===== src/rtl/ps2_cmd_pkg.sv =====
// Shared definitions for the PS/2 keypad command controller: scancodes, FSM and key-class encodings.
// Also holds the BCD-to-binary helper used when an entry is committed.
package ps2_cmd_pkg;

  localparam logic [7:0] SC_0     = 8'h45;
  localparam logic [7:0] SC_1     = 8'h16;
  localparam logic [7:0] SC_2     = 8'h1E;
  localparam logic [7:0] SC_3     = 8'h26;
  localparam logic [7:0] SC_4     = 8'h25;
  localparam logic [7:0] SC_5     = 8'h2E;
  localparam logic [7:0] SC_6     = 8'h36;
  localparam logic [7:0] SC_7     = 8'h3D;
  localparam logic [7:0] SC_8     = 8'h3E;
  localparam logic [7:0] SC_9     = 8'h46;
  localparam logic [7:0] SC_ENTER = 8'h5A;
  localparam logic [7:0] SC_BKSP  = 8'h66;
  localparam logic [7:0] SC_ESC   = 8'h76;

  typedef enum logic [1:0] {
    ST_IDLE,
    ST_ENTRY,
    ST_COMMIT,
    ST_ERROR
  } state_t;

  typedef enum logic [2:0] {
    KEY_DIGIT,
    KEY_ENTER,
    KEY_BKSP,
    KEY_ESC,
    KEY_OTHER
  } key_class_t;

  // Three BCD digits {d2,d1,d0} -> 100*d2 + 10*d1 + d0; 999 fits in 10 bits.
  function automatic logic [9:0] bcd_to_bin(input logic [11:0] bcd);
    return 10'(bcd[11:8]) * 10'd100 + 10'(bcd[7:4]) * 10'd10 + 10'(bcd[3:0]);
  endfunction

endpackage


===== src/rtl/ps2_key_decode.sv =====
// Combinational scancode classifier: maps a set-2 make code to a key class and digit value.
// Zero latency, no flow control; digit is 0 for any non-digit key.
module ps2_key_decode
  import ps2_cmd_pkg::*;
(
  input  logic [7:0] dato,
  output key_class_t key_cls,
  output logic [3:0] digit
);

  always_comb begin
    key_cls = KEY_OTHER;
    digit   = 4'd0;
    case (dato)
      SC_0:     begin key_cls = KEY_DIGIT; digit = 4'd0; end
      SC_1:     begin key_cls = KEY_DIGIT; digit = 4'd1; end
      SC_2:     begin key_cls = KEY_DIGIT; digit = 4'd2; end
      SC_3:     begin key_cls = KEY_DIGIT; digit = 4'd3; end
      SC_4:     begin key_cls = KEY_DIGIT; digit = 4'd4; end
      SC_5:     begin key_cls = KEY_DIGIT; digit = 4'd5; end
      SC_6:     begin key_cls = KEY_DIGIT; digit = 4'd6; end
      SC_7:     begin key_cls = KEY_DIGIT; digit = 4'd7; end
      SC_8:     begin key_cls = KEY_DIGIT; digit = 4'd8; end
      SC_9:     begin key_cls = KEY_DIGIT; digit = 4'd9; end
      SC_ENTER: key_cls = KEY_ENTER;
      SC_BKSP:  key_cls = KEY_BKSP;
      SC_ESC:   key_cls = KEY_ESC;
      default:  ;
    endcase
  end

endmodule


===== src/rtl/ps2_cmd_ctrl.sv =====
// Keypad setpoint entry: up to 3 BCD digits, Enter commits (sp_load one cycle after Enter is sampled), out-of-range -> ERROR hold.
// No backpressure: keys qualified by tick&correct&en. Optional ENTRY inactivity timeout via CMD_CTRL_TIMEOUT_EN.
module ps2_cmd_ctrl
  import ps2_cmd_pkg::*;
#(
  parameter int MAX_VAL     = 99,
  parameter int ERR_HOLD    = 50_000_000,
  parameter int TIMEOUT_CYC = 250_000_000
) (
  input  logic        clk,
  input  logic        rst,
  input  logic        en,
  input  logic [7:0]  dato,
  input  logic        tick,
  input  logic        correct,
  output logic [7:0]  setpoint,
  output logic        sp_load,
  output logic [11:0] entry_bcd,
  output logic [1:0]  entry_cnt,
  output logic        err,
  output logic        busy
);

  localparam int         ERR_W    = (ERR_HOLD > 1) ? $clog2(ERR_HOLD) : 1;
  localparam logic [ERR_W-1:0] ERR_LAST = ERR_W'(ERR_HOLD - 1);
  localparam logic [9:0] MAX_V    = 10'(MAX_VAL);

`ifdef CMD_CTRL_TIMEOUT_EN
  localparam int         TO_W     = (TIMEOUT_CYC > 1) ? $clog2(TIMEOUT_CYC) : 1;
  localparam logic [TO_W-1:0] TO_LAST = TO_W'(TIMEOUT_CYC - 1);
  logic [TO_W-1:0]  to_cnt_q;
`endif

  state_t           state_q;
  logic [7:0]       setpoint_q;
  logic             sp_load_q;
  logic [11:0]      bcd_q;
  logic [1:0]       cnt_q;
  logic [ERR_W-1:0] err_cnt_q;

  key_class_t       key_cls;
  logic [3:0]       key_digit;
  logic             key_vld_d;
  logic [9:0]       value_d;

  ps2_key_decode u_key_decode (
    .dato    (dato),
    .key_cls (key_cls),
    .digit   (key_digit)
  );

  assign key_vld_d = tick & correct & en;
  assign value_d   = bcd_to_bin(bcd_q);

  always_ff @(posedge clk or posedge rst) begin
    if (rst) begin
      state_q    <= ST_IDLE;
      setpoint_q <= 8'd0;
      sp_load_q  <= 1'b0;
      bcd_q      <= 12'd0;
      cnt_q      <= 2'd0;
      err_cnt_q  <= '0;
`ifdef CMD_CTRL_TIMEOUT_EN
      to_cnt_q   <= '0;
`endif
    end else begin
      sp_load_q <= 1'b0;
`ifdef CMD_CTRL_TIMEOUT_EN
      if (state_q != ST_ENTRY || key_vld_d) to_cnt_q <= '0;
`endif
      case (state_q)
        ST_IDLE: begin
          if (key_vld_d && key_cls == KEY_DIGIT) begin
            bcd_q   <= {8'd0, key_digit};
            cnt_q   <= 2'd1;
            state_q <= ST_ENTRY;
          end
        end
        ST_ENTRY: begin
          if (key_vld_d) begin
            case (key_cls)
              KEY_DIGIT: begin
                if (cnt_q != 2'd3) begin
                  bcd_q <= {bcd_q[7:0], key_digit};
                  cnt_q <= cnt_q + 2'd1;
                end
              end
              KEY_BKSP: begin
                bcd_q <= {4'd0, bcd_q[11:4]};
                cnt_q <= cnt_q - 2'd1;
                if (cnt_q == 2'd1) state_q <= ST_IDLE;
              end
              KEY_ESC: begin
                bcd_q   <= 12'd0;
                cnt_q   <= 2'd0;
                state_q <= ST_IDLE;
              end
              KEY_ENTER: state_q <= ST_COMMIT;
              default: ;
            endcase
          end
`ifdef CMD_CTRL_TIMEOUT_EN
          // Counting only while enabled keeps a paused entry alive.
          else if (en) begin
            if (to_cnt_q == TO_LAST) begin
              bcd_q     <= 12'd0;
              cnt_q     <= 2'd0;
              err_cnt_q <= '0;
              state_q   <= ST_ERROR;
            end else begin
              to_cnt_q <= to_cnt_q + 1'b1;
            end
          end
`endif
        end
        ST_COMMIT: begin
          bcd_q <= 12'd0;
          cnt_q <= 2'd0;
          if (value_d <= MAX_V) begin
            setpoint_q <= value_d[7:0];
            sp_load_q  <= 1'b1;
            state_q    <= ST_IDLE;
          end else begin
            err_cnt_q <= '0;
            state_q   <= ST_ERROR;
          end
        end
        ST_ERROR: begin
          if (err_cnt_q == ERR_LAST) begin
            state_q <= ST_IDLE;
          end else begin
            err_cnt_q <= err_cnt_q + 1'b1;
          end
        end
        default: state_q <= ST_IDLE;
      endcase
    end
  end

  assign setpoint  = setpoint_q;
  assign sp_load   = sp_load_q;
  assign entry_bcd = bcd_q;
  assign entry_cnt = cnt_q;
  assign err       = (state_q == ST_ERROR);
  assign busy      = (state_q != ST_IDLE);

endmodule


===== config.mk =====
export PLATFORM = sky130hd
export DESIGN_NAME = ps2_cmd_ctrl
export DESIGN_NICKNAME = d
export VERILOG_FILES = /design/src/rtl/ps2_cmd_pkg.sv /design/src/rtl/ps2_key_decode.sv /design/src/rtl/ps2_cmd_ctrl.sv
export SDC_FILE = /design/constraint.sdc
export NUM_CORES = 1
export LEC_CHECK = 0
export CAP_MARGIN = 20
export CORE_ASPECT_RATIO = 0.6
export CORE_MARGIN = 2
export CORE_UTILIZATION = 50
export DETAILED_ROUTE_END_ITERATION = 12
export HOLD_SLACK_MARGIN = 0.02
export PLACE_DENSITY = 0.72
export REMOVE_ABC_BUFFERS = 1
export SYNTH_ARGS = -nofsm -noshare
export SYNTH_HDL_FRONTEND = slang
export SYNTH_SLANG_ARGS = --single-unit

===== constraint.sdc =====
create_clock -name clk -period 11.2 [get_ports clk]
set_clock_uncertainty 0.1 [all_clocks]
set_input_delay 1.12 -clock clk [delete_from_list [all_inputs] [get_ports clk]]
set_output_delay 1.12 -clock clk [all_outputs]
set_load 0.03 [all_outputs]

==> results by group <==
Outcome
  – Result of the run: finished clean

Finish
  – Signed area change from the synthesized netlist to the final layout: 15.9%
  – Share of layout cells above drive strength 1: 0.0631
  – Antenna diodes: 0
  – Final net count: 492
  – Number of fill cells in the layout: 618

Floorplan
  – Core region area: 7210 sq um
  – Die width: 115 um
  – Initial core utilization: 0.513
  – Floorplan die area: 8120 sq um
  – Height of the die: 70.6 um
  – Rows: 24
  – I/O pins: 38

Synthesis
  – Top area cells in the synthesized netlist: dfrtp_1 35%, ha_1 10%, a21oi_1 5.6%
  – Post-synth top flop: dfrtp_1
  – Cell with the most instances after synthesis: dfrtp_1
  – Sequential share of the synthesized area: 0.345
  – Area of the mapped netlist: 3690 sq um
  – Post-synthesis async set-or-reset flop share: 1.00
  – Post-synthesis area per instance: 8.92 sq um
  – Total of flip-flops plus latches after synthesis: 51
  – Commonest cells in the netlist: 51 x dfrtp_1, 48 x nand2_1, 41 x a21oi_1
  – Number of enable flip-flop cells after synthesis: 0
  – Number of cells produced by synthesis: 414
  – Yosys warning total: 0
  – Top cell type by total area after synthesis: dfrtp_1
  – Synth cell types: 57
  – Share of the synthesized area in the top cell type: 0.345

Global route
  – Maximum number of pins on one net before global-route repair: 52
  – Number of antenna violations at the first check in global routing: 0
  – Overall fraction of global-route tracks in use: 0.249
  – Vias in the first global route: 3,039
  – Final global-route overflow total: 0
  – Global-route wire length before repair: 15,800 um

STA
  – Min Tclk post-route: 4640 ps
  – Achievable clock frequency: 216 MHz
  – Max Transition Viols Final: 0
  – Final sum of negative setup slack: 0 ps
  – Final number of setup-violating endpoints: 0
  – Minimum hold slack: 388 ps
  – Number of hold violations in the final report: 0
  – Part of the cycle the worst path needs: 0.414
  – Transition at the pin with the smallest max-transition slack: 1150 ps
  – Relative slew margins: 0.222
  – Setup repair after global routing missed its margin: no

Placement
  – Final weighted congestion in routability-driven placement: 0.992
  – IO Port Bufs: 37
  – Half-perimeter wire length after detailed placement: 7020 um

Worst setup path
  – Required time at the worst-slack endpoint: 11,320 ps
  – Worst EP arrival: 4760 ps
  – Largest fanout on the critical path: 8
  – Worst setup path endpoint: err_cnt_q[19]
  – Type of the worst setup path: reg2reg
  – Critical path origin: entry_bcd[5]
  – Worst r2r path cells: 12
  – Register-to-register path setup slack: 6560 ps
  – Launching element type of the critical path: flip-flop
  – Worst flop-to-flop path startpoint: entry_bcd[5]
  – FF-to-FF End: err_cnt_q[19]
  – Capturing element type of the critical path: flip-flop

Power and ir drop
  – Sw power: 0.145 mW
  – Switch share: 0.304
  – Power density over the cells: 111 nW/um^2
  – Reg power frac: 0.416
  – Internal power: 0.331 mW
  – IR Drop Worst-Case VDD: 0.0000511 V
  – Relative contribution of the clock network to total power: 0.367
  – Lkg Pwr: 1.85 nW
  – Post-route total power: 0.476 mW
  – Part of the total power dissipated in combinational logic: 0.217

Min path
  – Worst hold-check path type: reg2reg
  – Min-delay src: setpoint[7]

CTS
  – Post-CTS setup-driven buffer insertion count: 0
  – # resized after CTS: 0
  – Clock Sink Count: 51
  – Clock-pin transition on the worst setup and hold timing paths: 70 ps
  – Clock tree from TritonCTS: done
  – CTS Buffer Depth: 2
  – Insertion delay of the later-clocked pin in the worst-skew pair: 300 ps
  – H-tree Lvls: 2
  – Number of CTS-inserted buffers: 5
  – Number of hold buffers added after cts: 0
  – Buffer type at the clock tree root: clkbuf_16

Drt
  – Violation count after the first detailed-route iteration: 317
  – Average wire per cell in the routed design: 17.9 um
  – Number of vias after detailed routing: 3,374
  – Initial DRT Pass Iterations: 5
  – Detailed-route DRC error count: 0
  – Total Routed Length: 9560 um
  – Antenna-violating nets left: 0
  – Average via count per standard cell: 6.31

Job
  – Count of max-cap constraint violations: 0
==> critical path, stage by stage, from the launching register on <==
cell,delay [ps]
dfrtp_1,460
ha_1,340
ha_1,230
fa_1,470
ha_1,310
ha_1,390
a211o_1,310
a31oi_1,220
a21bo_2,190
o211ai_1,160
o311ai_1,970
o21ai_0,230
a21oi_1,190
==> state kept, by name, summed over array words and instances, names as in the netlist <==
register,count
err_cnt_q,26
state_q,2
sp_load,1
entry_bcd,12
entry_cnt,2
setpoint,8
==> cell families after synthesis <==
kind of cell | after synthesis | synth area share
and+or+nand+nor | 151 | 0.226
AOI/OAI and AO/OA | 120 | 0.206
DFF | 51 | 0.345
buffers and inverters | 39 | 0.0461
adders and majority gates | 35 | 0.129
xor gates and xnor gates | 10 | 0.0237
muxes | 8 | 0.0240
==> final cells by class <==
class                   count  area (sq um)  share of cell area
repair buffers             41           400              0.0935
clock inverters             1          30.0             0.00701
flip-flops and latches     51          1280               0.298
inverters                  21          78.8              0.0184
clock buffers               6           129              0.0301
multi-input cells         324          2250               0.526
well taps                  91           114              0.0266
==> worst min path at each step <==
stage                    to  slack, ps  depth (start not counted)
2_1_floorplan  err_cnt_q[0]        400                          1
3_3_place_gp    setpoint[6]        370                          2
3_5_place_dp    setpoint[7]        370                          1
4_1_cts         setpoint[6]        400                          2
5_1_grt         setpoint[7]        410                          1
6_report        setpoint[7]        390                          1
==> stage by stage <==
step                utilization  instances  setup WS (ps)  cell area, sq um
floorplan                     -        396           6690              3600
global placement          0.571        527           6780              4120
detailed placement        0.571        527           6670              4120
CTS                       0.593        534           6640              4270
global route              0.594        535           6360              4280
finish                    0.594        535           6560              4280
==> per-layer routing <==
layer  wire length [um]  GRT usage
met1               4860      0.414
met2               3880      0.331
met3                722     0.0420
met4                102     0.0616
met5                  0          0
==> power groups by stage <==
stage	registers (mW)	logic (mW)	clock network [mW]
final	0.198	0.103	0.175
after global routing	0.199	0.113	0.185
after CTS	0.198	0.101	0.178
after detailed placement	0.201	0.101	0
after global placement	0.201	0.0999	0
after floorplan	0.207	0.0567	0
==> cells in the final DEF, fill, tap and decap left out, types with 7 or more instances in the layout <==
master and count:
a21oi_1 41, and3_1 9, or4_1 21, xnor2_1 7, dfrtp_1 51, nor3b_1 7
o21ai_0 28, clkdlybuf4s50_1 37, ha_1 30, nor2_1 13, mux2_2 7, nand3_1 12
inv_1 19, or3_1 7, nand4_1 7, nand2_1 48, o31ai_1 25
(Power assumes the default switching activity.)
